$ cat config.mk
export PLATFORM = sky130hd
export DESIGN_NAME = hilo_div_ctrl
export DESIGN_NICKNAME = d
export VERILOG_FILES = /design/src/rtl/hilo_div_ctrl_pkg.sv /design/src/rtl/hilo_div_ctrl_step.sv /design/src/rtl/hilo_div_ctrl.sv
export SDC_FILE = /design/constraint.sdc
export NUM_CORES = 1
export LEC_CHECK = 0
export CAP_MARGIN = 20
export CORE_ASPECT_RATIO = 0.7
export CORE_UTILIZATION = 46
export CTS_CLUSTER_SIZE = 8
export DETAILED_ROUTE_END_ITERATION = 7
export DONT_BUFFER_PORTS = 1
export HOLD_SLACK_MARGIN = 0.03
export PLACE_DENSITY = 0.62
export SLEW_MARGIN = 20
export SYNTH_ARGS = -nofsm -noshare
export SYNTH_HDL_FRONTEND = slang
export SYNTH_HIERARCHICAL = 1
export SYNTH_SLANG_ARGS = --single-unit
export TNS_END_PERCENT = 100
$ cat constraint.sdc
create_clock -name clk -period 2.91 [get_ports clk]
set_input_delay 0.582 -clock clk [delete_from_list [all_inputs] [get_ports clk]]
set_output_delay 0.582 -clock clk [all_outputs]
set_load 0.05 [all_outputs]
$ cat src/rtl/hilo_div_ctrl_pkg.sv
// Shared ALU selection codes, divider FSM encodings and
// small helpers for the HI/LO divide controller.
package hilo_div_ctrl_pkg;

  localparam int ALU_SELECTION_WIDTH = 4;

  localparam logic [ALU_SELECTION_WIDTH-1:0] add_op  = 4'd0;
  localparam logic [ALU_SELECTION_WIDTH-1:0] sub_op  = 4'd1;
  localparam logic [ALU_SELECTION_WIDTH-1:0] and_op  = 4'd2;
  localparam logic [ALU_SELECTION_WIDTH-1:0] or_op   = 4'd3;
  localparam logic [ALU_SELECTION_WIDTH-1:0] xor_op  = 4'd4;
  localparam logic [ALU_SELECTION_WIDTH-1:0] slt_op  = 4'd5;
  localparam logic [ALU_SELECTION_WIDTH-1:0] mult_op = 4'd6;
  localparam logic [ALU_SELECTION_WIDTH-1:0] multu_op = 4'd7;
  localparam logic [ALU_SELECTION_WIDTH-1:0] div_op  = 4'd8;
  localparam logic [ALU_SELECTION_WIDTH-1:0] divu_op = 4'd9;

  localparam logic [1:0] IDLE = 2'd0;
  localparam logic [1:0] PREP = 2'd1;
  localparam logic [1:0] RUN  = 2'd2;
  localparam logic [1:0] FIX  = 2'd3;

  function automatic logic [31:0] neg_if(
    input logic        c,
    input logic [31:0] v
  );
    return c ? (~v + 32'd1) : v;
  endfunction

  function automatic logic is_div_sel(
    input logic [ALU_SELECTION_WIDTH-1:0] sel
  );
    return (sel == div_op) || (sel == divu_op);
  endfunction

endpackage

$ cat src/rtl/hilo_div_ctrl_step.sv
// One restoring-division iteration: shift {rem,quo} left,
// trial-subtract the divisor and keep it when non-negative.
module div_step
  import hilo_div_ctrl_pkg::*;
(
  input  logic [31:0] rem_i,
  input  logic [31:0] quo_i,
  input  logic [31:0] dvs_i,
  output logic [31:0] rem_o,
  output logic [31:0] quo_o
);

  logic [32:0] rem_sh;
  logic [32:0] trial;

  // 33-bit trial: bit 32 set means the subtraction borrowed
  always_comb begin
    rem_sh = {rem_i, quo_i[31]};
    trial  = rem_sh - {1'b0, dvs_i};
    if (!trial[32]) begin
      rem_o = trial[31:0];
      quo_o = {quo_i[30:0], 1'b1};
    end else begin
      rem_o = rem_sh[31:0];
      quo_o = {quo_i[30:0], 1'b0};
    end
  end

endmodule

$ cat src/rtl/hilo_div_ctrl.sv
// Iterative restoring divider that owns HI/LO: sequences
// PREP/RUN/FIX, applies signs and services mthi/mtlo.
module hilo_div_ctrl
  import hilo_div_ctrl_pkg::*;
#(
  parameter int DIV_ITER = 32
) (
  input  logic                           clk,
  input  logic                           rst,
  input  logic                           start,
  input  logic [ALU_SELECTION_WIDTH-1:0] s,
  input  logic [31:0]                    a,
  input  logic [31:0]                    b,
  input  logic                           flush,
  input  logic                           hi_we,
  input  logic                           lo_we,
  input  logic [31:0]                    wdata,
  output logic                           busy,
  output logic                           done,
  output logic [31:0]                    hi,
  output logic [31:0]                    lo
);

  localparam logic [5:0] LAST = 6'(DIV_ITER - 1);

  logic [1:0]  state_q, state_d;
  logic [5:0]  cnt_q, cnt_d;
  logic [31:0] a_q, a_d;
  logic [31:0] b_q, b_d;
  logic        sgn_q, sgn_d;
  logic [31:0] dvs_q, dvs_d;
  logic [31:0] rem_q, rem_d;
  logic [31:0] quo_q, quo_d;
  logic        qneg_q, qneg_d;
  logic        rneg_q, rneg_d;
  logic        zero_q, zero_d;
  logic [31:0] hi_q, hi_d;
  logic [31:0] lo_q, lo_d;
  logic        done_q, done_d;

  logic [31:0] step_rem;
  logic [31:0] step_quo;
  logic [31:0] mag_a;
  logic [31:0] mag_b;

  div_step u_step (
    .rem_i (rem_q),
    .quo_i (quo_q),
    .dvs_i (dvs_q),
    .rem_o (step_rem),
    .quo_o (step_quo)
  );

  always_comb begin
    mag_a = neg_if(sgn_q & a_q[31], a_q);
    mag_b = neg_if(sgn_q & b_q[31], b_q);
  end

  always_comb begin
    state_d = state_q;
    cnt_d   = cnt_q;
    a_d     = a_q;
    b_d     = b_q;
    sgn_d   = sgn_q;
    dvs_d   = dvs_q;
    rem_d   = rem_q;
    quo_d   = quo_q;
    qneg_d  = qneg_q;
    rneg_d  = rneg_q;
    zero_d  = zero_q;
    hi_d    = hi_q;
    lo_d    = lo_q;
    done_d  = 1'b0;

    unique case (state_q)
      IDLE: begin
        if (hi_we) hi_d = wdata;
        if (lo_we) lo_d = wdata;
        if (start && is_div_sel(s)) begin
          a_d     = a;
          b_d     = b;
          sgn_d   = (s == div_op);
          state_d = PREP;
        end
      end
      PREP: begin
        qneg_d = sgn_q & (a_q[31] ^ b_q[31]);
        rneg_d = sgn_q & a_q[31];
        dvs_d  = mag_b;
        zero_d = (b_q == 32'd0);
        if (b_q == 32'd0) begin
          state_d = FIX;
        end else begin
          rem_d   = 32'd0;
          quo_d   = mag_a;
          cnt_d   = 6'd0;
          state_d = RUN;
        end
      end
      RUN: begin
        rem_d = step_rem;
        quo_d = step_quo;
        cnt_d = cnt_q + 6'd1;
        if (cnt_q == LAST) state_d = FIX;
      end
      FIX: begin
        if (zero_q) begin
          lo_d = 32'hFFFF_FFFF;
          hi_d = a_q;
        end else begin
          lo_d = neg_if(qneg_q, quo_q);
          hi_d = neg_if(rneg_q, rem_q);
        end
        done_d  = 1'b1;
        state_d = IDLE;
      end
      default: state_d = IDLE;
    endcase

    // abort wins over a same-cycle commit
    if (flush && (state_q != IDLE)) begin
      state_d = IDLE;
      hi_d    = hi_q;
      lo_d    = lo_q;
      done_d  = 1'b0;
    end
  end

  always_ff @(posedge clk or negedge rst) begin
    if (!rst) begin
      state_q <= IDLE;
      cnt_q   <= 6'd0;
      a_q     <= 32'd0;
      b_q     <= 32'd0;
      sgn_q   <= 1'b0;
      dvs_q   <= 32'd0;
      rem_q   <= 32'd0;
      quo_q   <= 32'd0;
      qneg_q  <= 1'b0;
      rneg_q  <= 1'b0;
      zero_q  <= 1'b0;
      hi_q    <= 32'd0;
      lo_q    <= 32'd0;
      done_q  <= 1'b0;
    end else begin
      state_q <= state_d;
      cnt_q   <= cnt_d;
      a_q     <= a_d;
      b_q     <= b_d;
      sgn_q   <= sgn_d;
      dvs_q   <= dvs_d;
      rem_q   <= rem_d;
      quo_q   <= quo_d;
      qneg_q  <= qneg_d;
      rneg_q  <= rneg_d;
      zero_q  <= zero_d;
      hi_q    <= hi_d;
      lo_q    <= lo_d;
      done_q  <= done_d;
    end
  end

  assign busy = (state_q != IDLE);
  assign done = done_q;
  assign hi   = hi_q;
  assign lo   = lo_q;

endmodule

==> flow_metrics.env, run 1 <==
export IMPL_failed_checks="negative hold slack, negative setup slack"
export IMPL_critPathBufInv=2
export IMPL_cp_num_cells=14
export IMPL_setup_viol=32
export IMPL_wirelength_um=49240
export IMPL_synth_area_leader_cell="dfrtp_1"
export IMPL_clock_sinks=237
export IMPL_ys_flop_type="dfrtp_1"
export IMPL_slew_viol_final=0
export IMPL_path_cells="ha_2, fa_2, and2b_2, o2111ai_2, a21oi_2, o2111ai_2, a211oi_2, nor2_2, mux2i_1, and2_4, inv_6, clkbuf_16, mux2_4, a22o_1"
export IMPL_syn_to_final_growth_pct=14.86
export IMPL_cts_tree="built"
export IMPL_final_nets=1871
export IMPL_synth_compound_area_share_pct=20.03
export IMPL_numCtsBuffers=35
export IMPL_pin_count=172
export IMPL_reg2reg_depth=14
export IMPL_track_usage_pct=28.84
export IMPL_cts_buffer_depth=3
export IMPL_dp_hpwl_um=36950
export IMPL_finalHoldViolCount=237
export IMPL_routedWlPerCell_um=22.84
export IMPL_worstPathMaxFanout=5
export IMPL_synth_top_family_by_area="compound AO/OA/AOI/OAI gates"
export IMPL_final_antenna_net_count=0
export IMPL_ys_seq_area_share_pct=39.10
export IMPL_synthTopCellsByArea="dfrtp_1 39%, mux2_2 5.2%, a21oi_1 4.4%, xnor2_1 4.1%, xor2_1 3.6%"
export IMPL_synthXorXnorAreaFrac_pct=7.737
export IMPL_num_rows=55
export IMPL_cts_htree_levels=2
export IMPL_slowest_stage="dfrtp_1"
export IMPL_grt_antenna_before_repair=4
export IMPL_multi_input_area_um2=8558
export IMPL_grt_pass1_wl_um=73910
export IMPL_grt_max_degree=238
export IMPL_crit_top_cell="o2111ai_2"
export IMPL_synth_fa_ha_area_share_pct=3.514
export IMPL_syn_area_um2=15170
export IMPL_layout_drive_gt1_share_pct=18.84
export IMPL_synth_area_per_cell_um2=9.143
export IMPL_coreArea_um2=32410
export IMPL_worst_slew_pin_slew_ns=1.000
export IMPL_clkSlewWorstSetupHoldPaths_ns=0.05
export IMPL_crit_family="compound AO/OA/AOI/OAI gates"
export IMPL_fmax_mhz=315.0
export IMPL_seqCellArea_um2=5931
export IMPL_io_buffers=0
export IMPL_fin_crit_ns=3.174
export IMPL_synthMuxAreaShare_pct=9.008
export IMPL_cp_startpoint="dvs_q[0]$_DFFE_PN0N_"
export IMPL_cpPeakStageDelay_ns=0.39
export IMPL_timing_hold_ws_ns=-0.2357
export IMPL_drt_iter0_drc=1336
export IMPL_drtPass1Iterations=6
export IMPL_rsz0062_at_grt="yes"
export IMPL_dieArea_um2=33720
export IMPL_worstPathRequired_ns=3.30
export IMPL_drv_cap=0
export IMPL_reg2reg_to="rem_q[9]$_DFFE_PN0P_"
export IMPL_die_h_um=153.9
export IMPL_synth_net_count=1807
export IMPL_setup_worst_path_end="rem_q[9]$_DFFE_PN0P_"
export IMPL_arrival_ns=3.57
export IMPL_initial_utilization_pct=46.80
export IMPL_regToRegSetupSlack_ns=-0.26
export IMPL_grt_pass1_vias=12110
export IMPL_max_slew_margin_pct=32.62
export IMPL_finalWorstSetupSlack_ns=-0.2644
export IMPL_async_flop_share_pct=100.0
export IMPL_final_common_cell="dfrtp_1"
export IMPL_ys_types=73
export IMPL_synth_edf_count=0
export IMPL_grt_ovfl_total=0
export IMPL_fin_worst_skew_ns=0.02826
export IMPL_path_class="reg -> reg"
export IMPL_place_gp_congestion=0.9735
export IMPL_post_place_ws_ns=-0.2287
export IMPL_ys_ff_latch=237
export IMPL_synth_top_area_share_pct=39.10
export IMPL_root_buffer="clkbuf_16"
export IMPL_vias=13250
export IMPL_status="finished with violations"
export IMPL_nFillCells=2945
export IMPL_synth_yosys_warnings=6
export IMPL_drc=0
export IMPL_viasPerCell=6.143
export IMPL_mostFrequentLayoutCells="237 x dfrtp_1, 149 x buf_4, 130 x a21oi_1"
export IMPL_endpoint_kind="flip-flop"
export IMPL_die_x_um=219.0
export IMPL_start_kind="flip-flop"
export IMPL_rr_startpoint="dvs_q[0]$_DFFE_PN0N_"
export IMPL_clock_latency_ns=0.53
export IMPL_synth_simple_gate_area_share_pct=14.91
export IMPL_period_share_pct=109.1
export IMPL_syn_inst=1659
export IMPL_hold_class="in -> async"
## worst min path at each step
| stage | startpoint | endpoint | cells past startpoint |
|---|---|---|---|
| global route | rst | lo[7]$_DFFE_PN0P_ | 0 |
| floorplan | rst | a_q[0]$_DFFE_PN0P_ | 0 |
| finish | rst | lo[15]$_DFFE_PN0P_ | 0 |
| global placement | rst | lo[15]$_DFFE_PN0P_ | 0 |
| CTS | rst | rem_q[18]$_DFFE_PN0P_ | 0 |
| detailed placement | rst | lo[9]$_DFFE_PN0P_ | 0 |
## worst register-to-register path, stage by stage (launching register included)
cell and delay [ns]:
dfrtp_1 0.39, ha_2 0.19, fa_2 0.34, and2b_2 0.26, o2111ai_2 0.13, a21oi_2 0.20, o2111ai_2 0.14, a211oi_2 0.23
nor2_2 0.07, mux2i_1 0.20, and2_4 0.20, inv_6 0.05, clkbuf_16 0.16, mux2_4 0.29, a22o_1 0.19
## routing by layer
layer  global-route usage, %  up-vias  wire (um)
li1                        -     6121          -
met1                   44.04     6472      23250
met2                   37.37      581      19260
met3                   11.24       71       5943
met4                   6.283        0        794
met5                       0        -          0
## flip-flops by register name, summed over array words and instances, names as in the netlist
register and flops:
a_q 32, b_q 32, cnt_q 6, done 1
dvs_q 32, hi 32, lo 32, qneg_q 1
quo_q 32, rem_q 32, rneg_q 1, sgn_q 1
state_q 2, zero_q 1
## cells in the mapped netlist (27+ instances only)
master      n
nor3_1     34
mux2_2     70
xnor2_1    71
o31ai_1    34
mux2i_1    27
dfrtp_1   237
or3_1      36
o21ai_0   106
ha_1       41
o21ai_1    42
nor2_1    107
clkbuf_1   78
nand2_1   112
nand3_1    35
buf_4      31
inv_1      55
a21oi_1   133
xor2_1     63
a22o_1     34
## timing repair
item                       CTS  global route
buffers inserted             5             3
pin swaps                    0             1
hold endpoints to repair   237           237
resized for setup            3            15
cloned                       0             1
setup endpoints to repair   34            44
## final cells by class
cell class	instances	area share [%]
Sequential cell	237	34.04
Tap cell	427	3.067
Clock buffer	37	5.128
Inverter	57	1.257
Multi-Input combinational cell	1237	49.12
Clock inverter	2	0.1867
Antenna cell	4	0.05745
Timing Repair Buffer	155	7.139
## cells by family (layout without fill, tap and decap cells)
family,Yosys count,count (layout)
mux,118,118
fa+ha+maj,42,42
simple gates,452,452
xor+xnor,134,134
other cells,0,4
flops,237,237
compound gates,491,491
buf+inv,185,251
## stage by stage
step | TNS [ns] | utilization [%] | instances | area, um^2 | hold WS [ns]
6_report | -5.698 | 53.75 | 2156 | 17420 | -0.2357
5_1_grt | -10.00 | 53.73 | 2153 | 17410 | -0.2579
4_1_cts | -4.577 | 53.39 | 2149 | 17310 | -0.2572
3_5_place_dp | -4.682 | 50.42 | 2106 | 16340 | 0.2949
3_3_place_gp | -3.317 | 50.42 | 2106 | 16340 | 0.2947
2_1_floorplan | -2.972 | - | 1659 | 15270 | 0.2864
Power of run 1 is not shown: default switching activity piles up to over one toggle a cycle in this logic, so the estimate is an artifact.
==> inputs of run 2 (changes only) <==
- MAX_ROUTING_LAYER: unset -> met4
==> run 2 against run 1 <==
Compared with the run above:
- the run still ends with negative hold slack, negative setup slack left
- largest cell class unchanged
- worst hold slack worse by 0.0056 ns
- first-iteration DRC count shrank 4.4%
- highest routed layer unchanged
- die area is the same
- setup slack got worse by 0.010 ns
- critical path depth is the same
- non-clock buffer count rose by 2
- global-route usage rose by 1.3 points
- wire length is 0.74% higher
- count of clock-buffer cells in the layout up 2
- sequential cell count did not move
==> flow_metrics.env, run 2 (same netlist as run 1, synthesis figures left out) <==
export IMPL_final_nets=1873
export IMPL_critPathBufInv=2
export IMPL_setup_tns_ns=-6.802
export IMPL_path_class="reg -> reg"
export IMPL_coreArea_um2=32410
export IMPL_final_antenna_net_count=0
export IMPL_grt_max_degree=238
export IMPL_syn_to_final_growth_pct=15.50
export IMPL_track_usage_pct=30.11
export IMPL_rsz0062_at_grt="yes"
export IMPL_crit_family="compound AO/OA/AOI/OAI gates"
export IMPL_pin_count=172
export IMPL_drc=0
export IMPL_cpPeakStageDelay_ns=0.38
export IMPL_finalHoldViolCount=237
export IMPL_place_gp_congestion=0.9799
export IMPL_post_place_ws_ns=-0.2481
export IMPL_clock_latency_ns=0.54
export IMPL_numCtsBuffers=35
export IMPL_setup_viol=33
export IMPL_grt_pass1_wl_um=74820
export IMPL_wirelength_um=49610
export IMPL_slew_viol_final=0
export IMPL_dieArea_um2=33720
export IMPL_grt_antenna_before_repair=4
export IMPL_clock_sinks=237
export IMPL_mostFrequentLayoutCells="237 x dfrtp_1, 146 x buf_4, 128 x a21oi_1"
export IMPL_cts_tree="built"
export IMPL_grt_ovfl_total=0
export IMPL_arrival_ns=3.58
export IMPL_fin_crit_ns=3.185
export IMPL_slowest_stage="dfrtp_1"
export IMPL_timing_hold_ws_ns=-0.2413
export IMPL_layout_drive_gt1_share_pct=19.14
export IMPL_worstPathRequired_ns=3.31
export IMPL_final_common_cell="dfrtp_1"
export IMPL_grt_pass1_vias=12080
export IMPL_start_kind="flip-flop"
export IMPL_cts_buffer_depth=3
export IMPL_routedWlPerCell_um=22.97
export IMPL_failed_checks="negative hold slack, negative setup slack"
export IMPL_worst_slew_pin_slew_ns=0.9706
export IMPL_root_buffer="clkbuf_16"
export IMPL_die_x_um=219.0
export IMPL_cts_htree_levels=2
export IMPL_max_slew_margin_pct=34.61
export IMPL_initial_utilization_pct=46.80
export IMPL_dp_hpwl_um=37330
export IMPL_finalCoreUtilization_pct=54.05
export IMPL_hold_class="in -> async"
export IMPL_drv_cap=0
export IMPL_drt_iter0_drc=1277
export IMPL_worstPathMaxFanout=10
export IMPL_finalWorstSetupSlack_ns=-0.2746
export IMPL_viasPerCell=6.113
export IMPL_vias=13200
export IMPL_fmax_mhz=314.0
export IMPL_clkSlewWorstSetupHoldPaths_ns=0.05
export IMPL_status="finished with violations"
export IMPL_die_h_um=153.9
export IMPL_drtPass1Iterations=6
export IMPL_num_rows=55
export IMPL_endpoint_kind="flip-flop"
export IMPL_path_cells="ha_2, fa_2, and2b_2, o2111ai_4, a21oi_2, o2111ai_2, a211oi_2, nor2_2, mux2i_2, and2_4, inv_6, buf_12, mux2_4, a22o_1"
export IMPL_io_buffers=0
export IMPL_period_share_pct=109.4
export IMPL_fin_worst_skew_ns=0.03124
run 2: through the flow:
stage | instances | hold WS (ns) | cell area, um^2
floorplan | 1659 | 0.2864 | 15270
global placement | 2103 | 0.2953 | 16310
detailed placement | 2103 | 0.2943 | 16310
CTS | 2150 | -0.2641 | 17340
global route | 2160 | -0.2726 | 17520
finish | 2160 | -0.2413 | 17520
run 2: routing by layer:
layer	routed length (um)	track usage (%)
met2	19430	38.05
met5	0	-
met1	23820	45.26
met3	5661	10.33
met4	696	6.019
run 2: layout make-up:
class	count	area [um^2]
well taps	427	534.3
clock inverters	2	25.02
clock buffers	39	912.1
diodes	4	10.01
multi-input cells	1237	8573
flip-flops and latches	237	5931
repair buffers	157	1315
fillers	3009	14890
inverters	57	219.0
run 2: path summary, 6_finish.rpt:
path | end | depth (start not counted) | slack, ns | from
worst max-delay path | rem_q[9]$_DFFE_PN0P_ | 14 | -0.27 | dvs_q[0]$_DFFE_PN0N_
worst max register to register | rem_q[9]$_DFFE_PN0P_ | 14 | -0.27 | dvs_q[0]$_DFFE_PN0N_
worst min-delay path | lo[15]$_DFFE_PN0P_ | 0 | -0.24 | rst
worst min register to register | dvs_q[7]$_DFFE_PN0N_ | 2 | 0.52 | dvs_q[7]$_DFFE_PN0N_
max in group asynchronous | dvs_q[17]$_DFFE_PN0N_ | 0 | 2.60 | rst
min in group clk | sgn_q$_DFFE_PN0P_ | 1 | 0.17 | s[0]
run 2: repair_timing:
item,in CTS,in global routing
endpoints found under the hold margin,237,237
cloned,1,1
buffers inserted,5,6
setup endpoints to repair,33,49
gates resized for setup,7,17
pin swaps,4,14
Power of run 2 is left out for the same reason.
==> inputs of run 3 (changes only) <==
==> constraint.sdc (replaced) <==
create_clock -name clk -period 2.91 [get_ports clk]
set_input_delay 0.582 -clock clk [delete_from_list [all_inputs] [get_ports clk]]
set_output_delay 0.582 -clock clk [all_outputs]
set_load 0.02 [all_outputs]
==> run 3 against run 2 <==
Compared with the run above:
- first-iteration DRC count down 0.39%
- non-clock buffer count up 1
- design area down 0.38%
- global-route usage up 0.65 points
- sequential cell count unchanged
- wire length up 0.87%
- worst hold slack worse by 0.0024 ns
- the run still ends with negative hold slack, negative setup slack left
- via count down 0.14%
==> flow_metrics.env, run 3 (same netlist as run 1, synthesis figures left out) <==
export IMPL_grt_pass1_wl_um=76380
export IMPL_cts_tree="built"
export IMPL_stdcell_count=2158
export IMPL_worst_slew_pin_slew_ns=0.9101
export IMPL_io_buffers=0
export IMPL_drtPass1Iterations=5
export IMPL_drt_iter0_drc=1272
export IMPL_layout_drive_gt1_share_pct=18.91
export IMPL_arrival_ns=3.59
export IMPL_vias=13190
export IMPL_clock_latency_ns=0.53
export IMPL_routedWlPerCell_um=23.19
export IMPL_drc=0
export IMPL_dp_hpwl_um=37600
export IMPL_grt_max_degree=238
export IMPL_setup_tns_ns=-6.656
export IMPL_fin_worst_skew_ns=0.02679
export IMPL_hold_class="in -> async"
export IMPL_cts_htree_levels=2
export IMPL_power_static_leakage_nw=7.642
export IMPL_die_h_um=153.9
export IMPL_slowest_stage="dfrtp_1"
export IMPL_endpoint_kind="flip-flop"
export IMPL_critPathBufInv=3
export IMPL_rsz0062_at_grt="yes"
export IMPL_cpPeakStageDelay_ns=0.35
export IMPL_reg2reg_depth=15
export IMPL_cp_num_cells=15
export IMPL_peakVddDrop_uv=677.4
export IMPL_busiest_layer="met1"
export IMPL_path_cells="inv_1, ha_2, fa_2, and2b_2, o2111ai_4, a21oi_2, o2111ai_2, a211oi_2, nor2_2, mux2i_1, and2_4, inv_4, buf_12, mux2_4, a22o_1"
export IMPL_final_nets=1874
export IMPL_finalPower_mw=26.01
export IMPL_initial_utilization_pct=46.80
export IMPL_finalCoreUtilization_pct=53.85
export IMPL_worstPathRequired_ns=3.30
export IMPL_mostFrequentLayoutCells="237 x dfrtp_1, 151 x buf_4, 131 x a21oi_1"
export IMPL_crit_family="compound AO/OA/AOI/OAI gates"
export IMPL_setup_viol=32
export IMPL_num_rows=55
export IMPL_wirelength_um=50040
export IMPL_cts_buffer_depth=3
export IMPL_dieArea_um2=33720
export IMPL_finalHoldViolCount=237
export IMPL_failed_checks="negative hold slack, negative setup slack"
export IMPL_powerDensity_nw_per_um2=1490
export IMPL_status="finished with violations"
export IMPL_place_gp_congestion=0.9510
export IMPL_grt_ovfl_total=0
export IMPL_numCtsBuffers=35
export IMPL_clock_sinks=237
export IMPL_slew_viol_final=0
export IMPL_fin_crit_ns=3.200
export IMPL_final_antenna_net_count=0
export IMPL_grt_antenna_before_repair=2
export IMPL_use_met2_pct=39.41
export IMPL_start_kind="flip-flop"
export IMPL_max_slew_margin_pct=38.68
export IMPL_fmax_mhz=312.5
export IMPL_met3_usage_pct=9.258
export IMPL_viasPerCell=6.110
export IMPL_coreArea_um2=32410
export IMPL_clkSlewWorstSetupHoldPaths_ns=0.05
export IMPL_root_buffer="clkbuf_16"
export IMPL_dp_cells=2107
export IMPL_final_common_cell="dfrtp_1"
export IMPL_pin_count=172
export IMPL_met1_usage_pct=46.59
export IMPL_drv_cap=0
export IMPL_grt_pass1_vias=12350
export IMPL_finalWorstSetupSlack_ns=-0.2901
export IMPL_syn_to_final_growth_pct=15.06
export IMPL_timing_hold_ws_ns=-0.2438
export IMPL_period_share_pct=110.0
export IMPL_worstPathMaxFanout=10
export IMPL_path_class="reg -> reg"
export IMPL_die_x_um=219.0
export IMPL_track_usage_pct=30.76
==> run 3: cell count changes in the layout (fill, tap and decap cells not counted), moves of 2 or more <==
| cell | delta |
|---|---|
| mux2_1 | -2 |
| o21ai_1 | +3 |
| clkbuf_1 | -2 |
| a21oi_2 | -3 |
| diode_2 | -2 |
| o21ai_2 | -2 |
| buf_8 | -2 |
| mux2_4 | +2 |
| buf_4 | +5 |
| a21oi_1 | +3 |
| inv_6 | -2 |
==> run 3: power by group <==
part / switching (mW) / total (mW) / internal (mW)
sequential: 2.45 / 7.32 / 4.87
clock: 1.52 / 3.78 / 2.27
combinational: 8.26 / 14.9 / 6.65
total: 12.2 / 26.0 / 13.8
==> run 3: worst paths after layout <==
| kind | startpoint | end | slack, ns |
|---|---|---|---|
| min | rst | lo[15]$_DFFE_PN0P_ | -0.24 |
| max reg2reg | quo_q[31]$_DFFE_PN0P_ | rem_q[15]$_DFFE_PN0P_ | -0.29 |
| min reg2reg | dvs_q[16]$_DFFE_PN0N_ | dvs_q[16]$_DFFE_PN0N_ | 0.52 |
| max | quo_q[31]$_DFFE_PN0P_ | rem_q[15]$_DFFE_PN0P_ | -0.29 |
| min in group clk | s[0] | sgn_q$_DFFE_PN0P_ | 0.18 |
| max in group asynchronous | rst | b_q[11]$_DFFE_PN0P_ | 2.54 |
==> run 3: cell type report <==
type / instances / area [um^2]
fillers: 2968 / 14960
multi-input cells: 1237 / 8547
flip-flops and latches: 237 / 5931
repair buffers: 158 / 1256
clock buffers: 39 / 943.4
well taps: 427 / 534.3
inverters: 57 / 216.5
clock inverters: 1 / 20.02
diodes: 2 / 5.005
==> run 3: routing by layer <==
layer / part of all wire [%] / vias up
met5: 0 / -
met4: 1.7 / 0
met3: 11 / 60
met2: 39 / 526
met1: 49 / 6467
li1: - / 6132
==> run 3: through the flow <==
stage,cell area [um^2],worst slack [ns]
3_5_place_dp,16350,-0.2274
5_1_grt,17450,-0.4008
2_1_floorplan,15270,-0.1572
3_3_place_gp,16350,-0.1549
4_1_cts,17370,-0.2356
6_report,17450,-0.2901
==> run 3: worst register-to-register path, cell delays in order (launching register included) <==
cell and delay [ns]:
dfrtp_1 0.35, inv_1 0.05, ha_2 0.19, fa_2 0.35, and2b_2 0.28, o2111ai_4 0.13
a21oi_2 0.19, o2111ai_2 0.14, a211oi_2 0.22, nor2_2 0.07, mux2i_1 0.23, and2_4 0.20
inv_4 0.05, buf_12 0.15, mux2_4 0.30, a22o_1 0.20
==> run 3: repair_timing <==
action	CTS	global route
gates resized for setup	3	12
buffers inserted	7	3
cloned	0	0
setup endpoints to repair	33	45
endpoints found under the hold margin	237	237
pin swaps	1	3
Note: power is estimated with default switching activity, not from simulation.
